--- config.mk ---
export PLATFORM = sky130hd
export DESIGN_NAME = pipe_hazard_ctrl
export DESIGN_NICKNAME = d
export VERILOG_FILES = /design/src/rtl/pipe_hazard_ctrl.sv
export SDC_FILE = /design/constraint.sdc
export NUM_CORES = 1
export LEC_CHECK = 0
export ABC_AREA = 1
export ABC_CLOCK_PERIOD_IN_PS = 2100
export BUFFER_PORTS_ARGS = -buffer_cell sky130_fd_sc_hd__buf_2
export CAP_MARGIN = 20
export CORE_MARGIN = 5
export CORE_UTILIZATION = 45
export DETAILED_ROUTE_END_ITERATION = 10
export GPL_TIMING_DRIVEN = 1
export PLACE_DENSITY = 0.7
export SLEW_MARGIN = 10
export SYNTH_ARGS = -nofsm -noshare
export SYNTH_HDL_FRONTEND = slang
export SYNTH_SLANG_ARGS = --single-unit
--- constraint.sdc ---
create_clock -name i_clk -period 2.1 [get_ports i_clk]
set_input_delay 0.63 -clock i_clk [delete_from_list [all_inputs] [get_ports i_clk]]
set_output_delay 0.63 -clock i_clk [all_outputs]
set_load 0.01 [all_outputs]
--- src/rtl/pipe_hazard_ctrl.sv ---
// Pipeline stall/flush controller: load-use interlock, EX redirect flush,
// APB freeze with bounded wait, and debug event counters.
module pipe_hazard_ctrl #(
    parameter int APB_TIMEOUT = 16,
    parameter int CNT_W       = 32
) (
    input  logic             i_clk,
    input  logic             i_reset,
    input  logic [4:0]       i_rs1_addr_id,
    input  logic [4:0]       i_rs2_addr_id,
    input  logic             i_rs1_used_id,
    input  logic             i_rs2_used_id,
    input  logic [4:0]       i_rd_addr_ex,
    input  logic             i_mem_read_ex,
    input  logic             i_branch_taken_ex,
    input  logic             i_jump_ex,
    input  logic             i_apb_req_mem,
    input  logic             i_apb_pready,
    input  logic             i_apb_pslverr,
    output logic             o_stall_pc,
    output logic             o_stall_ifid,
    output logic             o_stall_idex,
    output logic             o_stall_exmem,
    output logic             o_flush_ifid,
    output logic             o_flush_idex,
    output logic             o_bubble_memwb,
    output logic             o_control_hazard,
    output logic             o_apb_err,
    output logic [CNT_W-1:0] o_stall_cnt,
    output logic [CNT_W-1:0] o_flush_cnt
);

    localparam int TCNT_W = (APB_TIMEOUT > 2) ? $clog2(APB_TIMEOUT) : 1;
    localparam logic [TCNT_W-1:0] TCNT_LAST = TCNT_W'(APB_TIMEOUT - 1);

    typedef enum logic {
        RUN      = 1'b0,
        APB_WAIT = 1'b1
    } state_t;

    state_t            state;
    state_t            next_state;
    logic [TCNT_W-1:0] tcnt;
    logic              lu;
    logic              redir;
    logic              apb_stall;
    logic              tcnt_last;
    logic              release_wait;
    logic              apb_err_next;

    always_comb begin
        lu = i_mem_read_ex && (i_rd_addr_ex != 5'd0) &&
             ((i_rs1_used_id && (i_rs1_addr_id == i_rd_addr_ex)) ||
              (i_rs2_used_id && (i_rs2_addr_id == i_rd_addr_ex)));
        redir     = i_branch_taken_ex | i_jump_ex;
        tcnt_last = (tcnt == TCNT_LAST);
    end

    // The release cycle itself is not frozen; a request seen then is re-sampled in RUN.
    always_comb begin
        next_state   = state;
        apb_stall    = 1'b0;
        release_wait = 1'b0;
        apb_err_next = 1'b0;
        case (state)
            RUN: begin
                apb_stall = i_apb_req_mem;
                if (i_apb_req_mem) begin
                    next_state = APB_WAIT;
                end
            end
            APB_WAIT: begin
                apb_stall    = ~i_apb_pready & ~tcnt_last;
                release_wait = i_apb_pready | tcnt_last;
                apb_err_next = (i_apb_pready & i_apb_pslverr) |
                               (~i_apb_pready & tcnt_last);
                if (release_wait) begin
                    next_state = RUN;
                end
            end
            default: next_state = RUN;
        endcase
    end

    always_ff @(posedge i_clk) begin
        if (i_reset) begin
            state       <= RUN;
            tcnt        <= '0;
            o_apb_err   <= 1'b0;
            o_stall_cnt <= '0;
            o_flush_cnt <= '0;
        end else begin
            state     <= next_state;
            o_apb_err <= apb_err_next;
            if (state == RUN) begin
                tcnt <= '0;
            end else if (!release_wait) begin
                tcnt <= tcnt + TCNT_W'(1);
            end
            if (o_stall_pc) begin
                o_stall_cnt <= o_stall_cnt + CNT_W'(1);
            end
            if (o_flush_idex) begin
                o_flush_cnt <= o_flush_cnt + CNT_W'(1);
            end
        end
    end

    // A frozen EX stage defers any redirect until the APB transfer releases.
    always_comb begin
        o_stall_pc       = 1'b0;
        o_stall_ifid     = 1'b0;
        o_stall_idex     = 1'b0;
        o_stall_exmem    = 1'b0;
        o_flush_ifid     = 1'b0;
        o_flush_idex     = 1'b0;
        o_bubble_memwb   = 1'b0;
        o_control_hazard = 1'b0;
        if (apb_stall) begin
            o_stall_pc     = 1'b1;
            o_stall_ifid   = 1'b1;
            o_stall_idex   = 1'b1;
            o_stall_exmem  = 1'b1;
            o_bubble_memwb = 1'b1;
        end else if (redir) begin
            o_control_hazard = 1'b1;
            o_flush_ifid     = 1'b1;
            o_flush_idex     = 1'b1;
        end else if (lu) begin
            o_stall_pc   = 1'b1;
            o_stall_ifid = 1'b1;
            o_flush_idex = 1'b1;
        end
    end

endmodule

# Word level (Yosys, flattened, before mapping)
# Cells that the tools add are included.
[totals] reg_bits=70 input_bits=25 output_inout_bits=73 wordCells=40
[op_classes] add_sub_neg=3 eq_ne=3 muxes=13 bitwise=9 n_reduce_logical=7
[ops] operator="$add 32x1->32 const B" n=2
[ops] operator="$mux 1" n=11
[ops] operator="$eq 5x5->1" n=2
[ops] operator="$reduce_bool 5->1" n=1
[ops] operator="$add 4x1->4 const B" n=1
[ops] operator="$eq 4x4->1 const B" n=1
[ops] operator="$logic_and 1x1->1" n=4
[ops] operator="$pmux 1 s2" n=2
[ops] operator="$and 1x1->1" n=3
[ops] operator="$not 1->1" n=3
[ops] operator="$or 1x1->1" n=3
[ops] operator="$reduce_or 2->1" n=1
[ops] operator="$logic_or 1x1->1" n=1

# Longest topological paths before layout
[logic_depth] ltp_word=7 depth_mapped=12 depth_no_buf=11

# Worst setup path after synthesis
# No wires, ideal clock.
[synth_path] path_type="input-to-output" start="input i_rd_addr_ex[1]" end="output o_stall_pc" t_arrival_ns=1.551 required_ns=1.470 setup_slack_ns=-0.081 path_stages=10 n_path_buf=2 cell_sequence="inv_1 > nand2_1 > nand2_1 > nor2_1 > nand3_1 > nand2_1 > nand3_1 > nand2_2 > buf_4 > buf_4"
[synth_between] elab_chain_len=7 elab_cells_between_ends=11 cone_classes="eq/ne: 2; mux: 3; reduce/logical: 6"
[synth_lines] element="start: declaration" line_no="13" source="input logic [4:0] i_rd_addr_ex,"
[synth_lines] element="$eq 5x5->1 (on tied branches)" line_no="53, 54"
[synth_lines] element="$logic_and 1x1->1 (on tied branches)" line_no="53, 54"
[synth_lines] element="$logic_or 1x1->1" line_no="53" source="((i_rs1_used_id && (i_rs1_addr_id == i_rd_addr_ex)) ||"
[synth_lines] element="$logic_and 1x1->1 *" line_no="52" source="lu = i_mem_read_ex && (i_rd_addr_ex != 5'd0) &&"
[synth_lines] element="$mux 1 * (3 in a row)"
[synth_lines] element="end: declaration" line_no="20" source="output logic o_stall_pc,"
# Mark *: on every way between the ends. The rest lies on a longest branch, timed or not.

# Worst setup path after layout
[layout_path] start="register tcnt[1]" end="output o_flush_idex"
[layout_between] elab_chain_len=5
[layout_lines] element="start: declaration" line_no="43" source="logic [TCNT_W-1:0] tcnt;"
[layout_lines] element="start signal: assignment" line_no="98" source="tcnt <= tcnt + TCNT_W'(1);"
[layout_lines] element="$eq 4x4->1" line_no="56" source="tcnt_last = (tcnt == TCNT_LAST);"
[layout_lines] element="$not 1->1" line_no="73" source="apb_stall = ~i_apb_pready & ~tcnt_last;"
[layout_lines] element="$and 1x1->1" line_no="73"
[layout_lines] element="$pmux 1 s2" line_no="65" source="case (state)"
[layout_lines] element="$mux 1" line_no="119" source="if (apb_stall) begin"
[layout_lines] element="end: declaration" line_no="25" source="output logic o_flush_idex,"
# No other way between the ends.

==> impl_metrics.yaml <==
synthesis:
  synth_top_family_by_area: "simple AND/OR/NAND/NOR gates"
  yosysTopAreaCellShare_pct: 29.91
  synth-edff-count: 0
  synth_seq_area_share_pct: 29.91
  synth_cell_types: 28
  synth_xor_xnor_area_share_pct: 5.609
  synthAdderAreaFrac_pct: 0.8013
  synth.most_common_cell: "nand2_1"
  ys_top_cells_by_count: "262 x nand2_1, 114 x nor2_1, 77 x nand3_1, 75 x inv_1, 70 x dfxtp_1"
  synth_compound_area_share_pct: 6.998
  yosysTopAreaCell: "dfxtp_1"
  avgSynthCellArea_sq_um: 5.960
  syn_inst: 786
  synth-seq-cells: 70
  syn_nets: 814
  synthArstFlopShare_pct: 0
  yosysWarnings: 0
  yosys-mux-area-fraction_pct: 0
  synth_flop_cell: "dfxtp_1"
  yosys.area_share.simple_pct: 47.17
  syn_area_sq_mm: 0.004684
  synth_area_leaders: "dfxtp_1 30%, nand2_1 21%, nor2_1 9.1%, nand3_1 8.2%, inv_1 6.0%"
clock_tree:
  cts-htree-levels: 3
  clk_latency_ps: 350
  cts_made_buffers: 9
  clock_sinks: 70
  clk_path_buf_depth: 2
  hold_buffers: 0
  cts-root-buf: "clkbuf_8"
  cts_tree: "built"
  clk_pin_slew_ps: 70
layout:
  instances_no_fill: 1040
  fill_cells: 1067
  multi_input_area_sq_mm: 0.002904
  regArea_sq_mm: 0.001404
  drive_gt1_share_pct: 19.69
  area_growth_pct: 24.47
  layout.nets: 927
  antenna_cells: 0
setup_path:
  arrival_ps: 1540
  crit_type: "flip-flop to output port"
  startpoint_type: "flip-flop"
  worstPathMaxFanout: 5
  path_cells: "ha_4 -> nand3_2 -> nand2_2 -> nand2_2 -> o21ai_4 -> nand3_2 -> nand2_4 -> buf_6"
  critPathCaptureType: "output port"
  cp_data_required_time_ps: 1470
  crit_slowest_cell: "dfxtp_2"
  slowest_delay_ps: 360
drt:
  drt-vias-per-instance: 5.025
  wire_per_inst_um: 13.35
  dr.pass1.iters: 5
  drt_iter0_markers: 356
  drcViolationCount: 0
  drt-total-wl_mm: 13.88
  vias: 5226
  detail-route-antenna-nets: 0
timing:
  tightest_slew_ps: 371.9
  maxSlewViolCount: 0
  setup_ws_ps: -66.30
  relSlewSlack_pct: 75.11
  max_freq_mhz: 461.6
  rsz0062_at_grt: "true"
  fin_crit_sh_pct: 103.2
  finClkSkew_ps: 10.27
  hold_viol: 0
  setup_violations: 8
  timing.setup.tns_ps: -432.9
  fin_crit_ps: 2166
place:
  numPortBuffers: 97
  dp_hpwl_mm: 10.22
  dp.cells: 1009
  place_congestion: 0.9667
grt:
  grt_pass1_vias: 4828
  grt_max_degree: 37
  grt_use_total_pct: 22.34
  antenna_found_initial: 0
  gr-total-overflow: 0
  grt_pass1_wl_mm: 23.48
outcome:
  outcome: "finished with violations"
  violations: "setup timing"
pwr:
  switchingPower_w: 0.0008549
  pwr-share-clk_pct: 36.7
  p_int_w: 0.002159
  seqPwrFrac_pct: 46.9
  p_leak_nw: 2.554
  switching_share_pct: 28.37
  power-per-cell-area_mw_per_mm2: 516.9
  p_comb_share_pct: 16.5
  ir_drop_v: 0.0004217
die:
  die_h_um: 112.0
  io-pin-count: 98
  core_area_sq_mm: 0.01023
  die_w_um: 112.0
  die_area_sq_mm: 0.01255
  initial_core_util_pct: 45.79
  num_rows: 37
min_path:
  min_path_type: "flip-flop to flip-flop"
job:
  drv_cap: 0
per-layer routing:
metal  global-route usage (%)  wire, um
met1                    29.39      6252
met2                    37.73      6558
met3                    4.259       802
met4                    5.849       270
met5                        0         0
cell type report:
cell class                 instances  area share (%)
clock inverter                     3          0.7511
clock buffer                      13           2.554
timing repair buffer             129           14.83
sequential                        70           24.08
tap                              136           2.918
multi-input combinational        611           49.81
inverter                          78           5.064
state kept, by name (all words and copies together) (netlist names):
name	flops
o_flush_cnt	32
o_stall_cnt	32
tcnt	4
o_apb_err	1
state	1
layout by cell type, fill, tap and decap left out, drive strengths merged:
| cell type | n |
|---|---|
| inv | 78 |
| clkbuf | 13 |
| and2 | 1 |
| xnor2 | 5 |
| nor3 | 22 |
| dfxtp | 70 |
| nand3 | 80 |
| nand2 | 268 |
| ha | 3 |
| o21ai | 8 |
| nand4 | 13 |
| nor2 | 120 |
| nand3b | 12 |
| xor2 | 25 |
| buf | 129 |
| a21oi | 53 |
| bufinv | 1 |
| o211ai | 1 |
| clkinv | 2 |
per-stage QoR:
stage / hold WS [ps] / area, sq um / worst slack [ps] / power (W) / util, %
2_1_floorplan: 438.6 / 4691 / -51.50 / 0.001713 / -
3_3_place_gp: 452.3 / 5343 / -167.8 / 0.001856 / 52.22
3_5_place_dp: 456.8 / 5343 / -179.7 / 0.001857 / 52.22
4_1_cts: 481.3 / 5762 / -118.9 / 0.003024 / 56.32
5_1_grt: 524.9 / 5831 / -169.1 / 0.003156 / 56.99
6_report: 480.0 / 5831 / -66.30 / 0.003014 / 56.99
worst paths after layout:
check	start	to	slack, ps	cells past startpoint
worst max register to register	tcnt[1]	o_stall_cnt[29]	180	13
worst max-delay path	tcnt[1]	o_flush_idex	-70	8
worst min-delay path	tcnt[3]	tcnt[3]	480	2
worst min register to register	tcnt[3]	tcnt[3]	480	2
power by group through the flow:
stage / clock network [W] / registers [W] / logic [W]
2_1_floorplan: 0 / 0.00145 / 0.000266
3_3_place_gp: 0 / 0.00144 / 0.000412
3_5_place_dp: 0 / 0.00144 / 0.000414
4_1_cts: 0.00114 / 0.00141 / 0.000473
5_1_grt: 0.00118 / 0.00142 / 0.000554
6_report: 0.00110 / 0.00141 / 0.000496
what timing repair did:
| action | in CTS | in global routing |
|---|---|---|
| pin swaps | 16 | 7 |
| gates resized for setup | 33 | 6 |
| cloned | 0 | 0 |
| setup buffers | 10 | 5 |
| setup endpoints to repair | 8 | 8 |
cells by family after synthesis:
kind of cell	count (synthesis)
and+or+nand+nor	516
buffers and inverters	105
DFF	70
AOI/OAI and AO/OA	62
xor gates and xnor gates	30
adders and majority gates	3
worst max-delay path, delay by kind of cell (launching register included):
| kind | cells | cell delay [ps] |
|---|---|---|
| compound gates | 1 | 130 |
| fa+ha+maj | 1 | 140 |
| buf+inv | 1 | 100 |
| flops | 1 | 360 |
| simple gates | 5 | 460 |
(Power assumes the default switching activity.)
